===== src/rtl/fp_exp_align_if.sv =====
// Operand/result handshake bundle for the FP exponent alignment unit.
// The master drives operands and out_ready; the slave (the aligner) drives results and in_ready.
interface fp_exp_align_if #(
  parameter int EXP_MAX_W = 16,
  parameter int MAN_W     = 24
);
  logic                 in_valid;
  logic                 in_ready;
  logic [EXP_MAX_W-1:0] e_a;
  logic [EXP_MAX_W-1:0] e_b;
  logic [MAN_W-1:0]     man_a;
  logic [MAN_W-1:0]     man_b;
  logic                 out_valid;
  logic                 out_ready;
  logic [EXP_MAX_W-1:0] out_e_larger;
  logic [EXP_MAX_W:0]   out_diff;
  logic                 out_swap;
  logic [MAN_W-1:0]     out_man_large;
  logic [MAN_W+1:0]     out_man_small;
  logic                 out_sticky;
  logic                 out_far;

  modport master (
    output in_valid, e_a, e_b, man_a, man_b, out_ready,
    input  in_ready, out_valid, out_e_larger, out_diff, out_swap,
           out_man_large, out_man_small, out_sticky, out_far
  );

  modport slave (
    input  in_valid, e_a, e_b, man_a, man_b, out_ready,
    output in_ready, out_valid, out_e_larger, out_diff, out_swap,
           out_man_large, out_man_small, out_sticky, out_far
  );
endinterface


===== src/rtl/fp_exp_align.sv =====
// Two-stage FP operand aligner: stage 1 orders operands by magnitude and takes |e_a-e_b|,
// stage 2 right-shifts the smaller mantissa with guard/round/sticky.
module fp_exp_align #(
  parameter int EXP_MAX_W = 16,
  parameter int MAN_W     = 24
) (
  input  logic         clk,
  input  logic         rst_n,
  fp_exp_align_if.slave bus
);
  localparam int STAGES = 2;
  localparam int DW     = EXP_MAX_W + 1;
  localparam int SW     = MAN_W + 2;
  localparam int SHW    = $clog2(SW + 1);
  localparam logic [DW-1:0]  SW_D   = DW'(SW);
  localparam logic [DW-1:0]  SWM1_D = DW'(SW - 1);
  localparam logic [SHW-1:0] SW_S   = SHW'(SW);

  typedef struct packed {
    logic [EXP_MAX_W-1:0] e_larger;
    logic [DW-1:0]        diff;
    logic                 swap;
    logic [MAN_W-1:0]     man_large;
    logic [MAN_W-1:0]     man_small;
  } s1_t;

  typedef struct packed {
    logic [EXP_MAX_W-1:0] e_larger;
    logic [DW-1:0]        diff;
    logic                 swap;
    logic [MAN_W-1:0]     man_large;
    logic [SW-1:0]        man_small;
    logic                 sticky;
    logic                 far;
  } s2_t;

  logic [STAGES:1] vld_pipe_q;
  s1_t             s1_d, s1_q;
  s2_t             s2_d, s2_q;
  logic            s1_en, s2_en;

  assign s2_en       = !vld_pipe_q[2] | bus.out_ready;
  assign s1_en       = !vld_pipe_q[1] | s2_en;
  assign bus.in_ready = s1_en;

  // Sign-extend one bit so the difference of any two exponents is representable.
  logic signed [DW-1:0] ea_x, eb_x, diff_s, diff_n;
  logic                 swap;
  assign ea_x   = {bus.e_a[EXP_MAX_W-1], bus.e_a};
  assign eb_x   = {bus.e_b[EXP_MAX_W-1], bus.e_b};
  assign diff_s = ea_x - eb_x;
  assign diff_n = -diff_s;
  assign swap   = (eb_x > ea_x) | ((ea_x == eb_x) & (bus.man_b > bus.man_a));

  always_comb begin
    s1_d           = '0;
    s1_d.swap      = swap;
    s1_d.e_larger  = swap ? bus.e_b : bus.e_a;
    s1_d.diff      = diff_s[DW-1] ? diff_n : diff_s;
    s1_d.man_large = swap ? bus.man_b : bus.man_a;
    s1_d.man_small = swap ? bus.man_a : bus.man_b;
  end

  // Shift into a double-width window: upper half is the aligned value, lower half feeds sticky.
  logic [SHW-1:0]  sh;
  logic [2*SW-1:0] shifted;
  assign sh      = (s1_q.diff > SW_D) ? SW_S : s1_q.diff[SHW-1:0];
  assign shifted = {s1_q.man_small, 2'b00, {SW{1'b0}}} >> sh;

  always_comb begin
    s2_d           = '0;
    s2_d.e_larger  = s1_q.e_larger;
    s2_d.diff      = s1_q.diff;
    s2_d.swap      = s1_q.swap;
    s2_d.man_large = s1_q.man_large;
    s2_d.man_small = shifted[2*SW-1:SW];
    s2_d.sticky    = |shifted[SW-1:0];
    s2_d.far       = s1_q.diff > SWM1_D;
  end

  always_ff @(posedge clk or negedge rst_n) begin
    if (!rst_n) begin
      vld_pipe_q <= '0;
      s1_q       <= '0;
      s2_q       <= '0;
    end else begin
      if (s1_en) begin
        vld_pipe_q[1] <= bus.in_valid;
        if (bus.in_valid) s1_q <= s1_d;
      end
      if (s2_en) begin
        vld_pipe_q[2] <= vld_pipe_q[1];
        if (vld_pipe_q[1]) s2_q <= s2_d;
      end
    end
  end

  assign bus.out_valid     = vld_pipe_q[STAGES];
  assign bus.out_e_larger  = s2_q.e_larger;
  assign bus.out_diff      = s2_q.diff;
  assign bus.out_swap      = s2_q.swap;
  assign bus.out_man_large = s2_q.man_large;
  assign bus.out_man_small = s2_q.man_small;
  assign bus.out_sticky    = s2_q.sticky;
  assign bus.out_far       = s2_q.far;
endmodule


===== src/flat_wrapper.sv =====
// flat-port wrapper written by rule: the top's interface ports become plain ports
module fp_exp_align_flat 
#(
  parameter int EXP_MAX_W = 16,
  parameter int MAN_W     = 24
)
  (clk, rst_n, bus_in_valid, bus_e_a, bus_e_b, bus_man_a, bus_man_b, bus_out_ready, bus_in_ready, bus_out_valid, bus_out_e_larger, bus_out_diff, bus_out_swap, bus_out_man_large, bus_out_man_small, bus_out_sticky, bus_out_far);
  fp_exp_align_if #(.EXP_MAX_W(EXP_MAX_W), .MAN_W(MAN_W)) bus_i ();
  input  logic clk;
  input  logic rst_n;
  input wire logic [$bits(bus_i.in_valid)-1:0] bus_in_valid;
  input wire logic [$bits(bus_i.e_a)-1:0] bus_e_a;
  input wire logic [$bits(bus_i.e_b)-1:0] bus_e_b;
  input wire logic [$bits(bus_i.man_a)-1:0] bus_man_a;
  input wire logic [$bits(bus_i.man_b)-1:0] bus_man_b;
  input wire logic [$bits(bus_i.out_ready)-1:0] bus_out_ready;
  output wire logic [$bits(bus_i.in_ready)-1:0] bus_in_ready;
  output wire logic [$bits(bus_i.out_valid)-1:0] bus_out_valid;
  output wire logic [$bits(bus_i.out_e_larger)-1:0] bus_out_e_larger;
  output wire logic [$bits(bus_i.out_diff)-1:0] bus_out_diff;
  output wire logic [$bits(bus_i.out_swap)-1:0] bus_out_swap;
  output wire logic [$bits(bus_i.out_man_large)-1:0] bus_out_man_large;
  output wire logic [$bits(bus_i.out_man_small)-1:0] bus_out_man_small;
  output wire logic [$bits(bus_i.out_sticky)-1:0] bus_out_sticky;
  output wire logic [$bits(bus_i.out_far)-1:0] bus_out_far;
  assign bus_i.in_valid = bus_in_valid;
  assign bus_i.e_a = bus_e_a;
  assign bus_i.e_b = bus_e_b;
  assign bus_i.man_a = bus_man_a;
  assign bus_i.man_b = bus_man_b;
  assign bus_i.out_ready = bus_out_ready;
  assign bus_in_ready = bus_i.in_ready;
  assign bus_out_valid = bus_i.out_valid;
  assign bus_out_e_larger = bus_i.out_e_larger;
  assign bus_out_diff = bus_i.out_diff;
  assign bus_out_swap = bus_i.out_swap;
  assign bus_out_man_large = bus_i.out_man_large;
  assign bus_out_man_small = bus_i.out_man_small;
  assign bus_out_sticky = bus_i.out_sticky;
  assign bus_out_far = bus_i.out_far;
  fp_exp_align #(.EXP_MAX_W(EXP_MAX_W), .MAN_W(MAN_W)) u_core (.clk(clk), .rst_n(rst_n), .bus(bus_i));
endmodule

===== config.mk =====
export PLATFORM = sky130hd
export DESIGN_NAME = fp_exp_align_flat
export DESIGN_NICKNAME = d
export VERILOG_FILES = /design/src/rtl/fp_exp_align_if.sv /design/src/rtl/fp_exp_align.sv /design/src/flat_wrapper.sv
export SDC_FILE = /design/constraint.sdc
export NUM_CORES = 1
export LEC_CHECK = 0
export BUFFER_PORTS_ARGS = -buffer_cell sky130_fd_sc_hd__buf_2
export CAP_MARGIN = 5
export CELL_PAD_IN_SITES_DETAIL_PLACEMENT = 1
export CELL_PAD_IN_SITES_GLOBAL_PLACEMENT = 1
export CORE_ASPECT_RATIO = 0.75
export CORE_MARGIN = 4
export CORE_UTILIZATION = 35
export DETAILED_ROUTE_END_ITERATION = 10
export PLACE_DENSITY_LB_ADDON = 0.1
export SLEW_MARGIN = 30
export SYNTH_ARGS = -nofsm -noshare
export SYNTH_HDL_FRONTEND = slang
export SYNTH_SLANG_ARGS = --single-unit

===== constraint.sdc =====
create_clock -name clk -period 6.44 [get_ports clk]
set_input_delay 1.288 -clock clk [delete_from_list [all_inputs] [get_ports clk]]
set_output_delay 1.288 -clock clk [all_outputs]
set_load 0.02 [all_outputs]

==> out/metrics.cfg <==
[run_status]
status = finished, final reports clean

[synth]
synth_area_per_cell_um2 = 8.10
synth_common_cells = 253 x nand2_1, 170 x dfrtp_1, 131 x o21ai_0, 118 x nor2_1, 93 x a21oi_1
synth-compound-area-share = 0.246
synth_top_family_by_area = compound AO/OA/AOI/OAI gates
synth_fa_ha_area_frac = 0.0490
syn_nets = 1469
synth_area_leaders = dfrtp_1 39%, nand2_1 8.7%, o21ai_0 6.0%
synth_seq_area_share = 0.391
synth-main-ff-cell = dfrtp_1
synth-edff-count = 0
ys_seq_elements = 170
synth_xor_area_frac = 0.0161
synthArstFlopShare = 1.00
yosysMostFrequentCell = nand2_1
syn_area_mm2 = 0.0109
syn_inst = 1343
ys_warn_count = 0
muxShareOfSynthArea = 0.0351
synthSimpleGateAreaFrac = 0.196
yosys.area.top_type_share = 0.391
yosysUniqueCellTypes = 77
yosysTopAreaCell = dfrtp_1

[timing]
grt_setup_unrepaired = no
fmax_ghz = 0.228
worstMarginPinSlew_ns = 1.06
fin_hold_ws_ns = 0.469
setup_violations = 0
fin_crit_ns = 4.38
hold_viol_final = 0
skew_ns = 0.0127
max_slew_margin = 0.286
setup_tns_ns = 0
final_max_slew_viol_count = 0
min_period_over_period = 0.680

[floorplan]
initial_core_util = 0.358
dieHeight_um = 161
coreArea_mm2 = 0.0304
io-pin-count = 172
row_count = 55
dieWidth_um = 212
die-area_mm2 = 0.0340

[pwr]
pwr-share-seq = 0.392
p_int_mw = 2.25
comb_power_share = 0.319
worst_ir_drop_vdd_uv = 200
switching_share = 0.401
power_mw = 3.76
power.density_mw_per_mm2 = 302
p_clk_frac = 0.288
p_leak_nw = 5.72
p_switching_mw = 1.51

[cells_and_area]
drive_gt1_frac = 0.175
n_antenna_cell = 0
postLayoutCoreUtil = 0.410
syn_to_final_growth_pct = 14.6
multi_input_area_mm2 = 0.00594
layoutNonFillerInstCount = 1859
nets = 1573
num-fill-cells = 3759
regArea_mm2 = 0.00425

[clock_tree]
clkTransAtPathRegs_ns = 0.08
numCtsBuffers = 17
post-cts-setup-buffers = 0
cts_tree = done
cts_root_buffer = clkbuf_16
clk_latency_ns = 0.46
clockBufferDepth = 2
cts.sinks = 170
ctsHtreeMaxLevel = 4
post_cts_resized = 0
hold_buffers = 0

[critical_path]
crit_path_end_kind = flip-flop
cpMaxStageDelayCell = or4_1
path_class = reg2reg
r2r_start = u_core.s1_q[61]
cp_max_fo = 36
critPathMaxStageDelay_ns = 0.74
r2r_slack_ns = 2.06
cpMostUsedCell = o31ai_1
r2r_end = u_core.bus.out_sticky
worstPathRequired_ns = 6.75
path_cells = or4_1 > nor4_4 > buf_4 > nand2_1 > o221a_2 > a221o_1 > mux2i_1 > o31ai_1 > nor4_2 > o31ai_1
critPathArrivalTime_ns = 4.69
crit_path_start_kind = flip-flop
r2r_cells = 10

[route]
drt_iter0_drc = 869
dr_total_vias = 10700
viasPerCell = 5.73
wl_mm = 41.4
drcViolationCount = 0
antenna_left = 0
avgRoutedWirePerCell_um = 22.3
first_pass_iters = 5

[run]
max_cap_violations = 0

[min_path]
hold-path-endpoint = u_core.bus.out_e_larger[9]
hold_path.class = reg2reg
min_from = u_core.s1_q[75]
whs_path_depth = 2

[grt]
antenna_found_initial = 0
grt_usage = 0.244
grt_remaining_overflow = 0
grt_pass1_wl_mm = 65.2
grt_max_degree = 86
grt_pass1_vias = 10800

[placed_design]
dpl.hpwl_mm = 29.4
place_congestion = 0.864
io_buffers = 171
dp.cells = 1827

## kinds of logic after synthesis
kind of cell	Yosys count
xor+xnor	20
fa+ha+maj	42
mux	37
simple gates	489
compound gates	429
buf+inv	156
flops	170
## stage by stage
stage                     cell area (um^2)  worst slack, ns
final                                12500             2.06
after global routing                 12500             1.85
after CTS                            12500             2.10
after detailed placement             11900             1.65
after global placement               11900             1.80
after floorplan                      10900             2.21
## layout by cell type, fill, tap and decap left out, types with 12 or more instances in the layout
master,n
inv_1,56
a21oi_1,92
buf_2,170
o21ai_0,131
a21o_1,12
o221ai_1,17
nor3_1,26
a31oi_1,81
ha_1,41
buf_4,14
nand4_1,12
nand2_1,250
clkbuf_16,17
dfrtp_1,170
a22oi_1,12
nand3_1,18
mux2i_1,28
nor2_1,118
## worst max-delay path by stage
| stage | from | end | cells past startpoint |
|---|---|---|---|
| after floorplan | bus_e_a[0] | u_core.s1_q[65] | 13 |
| after global placement | bus_e_b[1] | u_core.s1_q[18] | 13 |
| after detailed placement | bus_e_b[1] | u_core.s1_q[15] | 13 |
| after CTS | u_core.s1_q[61] | u_core.bus.out_sticky | 10 |
| after global routing | bus_e_b[1] | u_core.s1_q[10] | 13 |
| final | u_core.s1_q[61] | u_core.bus.out_sticky | 10 |
## final cells by class
type,instances,area share
multi-input combinational,1017,0.477
sequential,170,0.341
timing repair buffer,185,0.0776
tap,399,0.0401
clock buffer,18,0.0344
inverter,56,0.0169
clock inverter,14,0.0130
## metal layers
layer	part of all wire	vias to the layer above	track usage
met5	0	-	0
li1	-	5009	-
met2	0.40	234	0.331
met1	0.54	5397	0.402
met3	0.046	19	0.0391
met4	0.0071	0	0.0459
## power groups by stage
stage | logic, mW | clock network (mW) | registers, mW
detailed placement | 1.20 | 0 | 1.49
floorplan | 0.705 | 0 | 1.52
global route | 1.33 | 1.16 | 1.50
global placement | 1.18 | 0 | 1.49
finish | 1.20 | 1.08 | 1.47
CTS | 1.20 | 1.11 | 1.47
## worst max-delay path, delay by kind of cell (launching register included)
kind            cells  cell delay [ns]
compound gates      4             1.25
buf+inv             1             0.41
mux                 1             0.22
flops               1             0.41
simple gates        4             1.94
## state kept, by name (all words and copies together), names as in the netlist
| name | count |
|---|---|
| u_core.s1_q | 82 |
| u_core.bus.out_man_small | 26 |
| u_core.bus.out_man_large | 24 |
| u_core.bus.out_diff | 17 |
| u_core.bus.out_e_larger | 16 |
| u_core.vld_pipe_q | 2 |
| u_core.bus.out_far | 1 |
| u_core.bus.out_sticky | 1 |
| u_core.bus.out_swap | 1 |
Note: power is estimated with default switching activity, not from simulation.
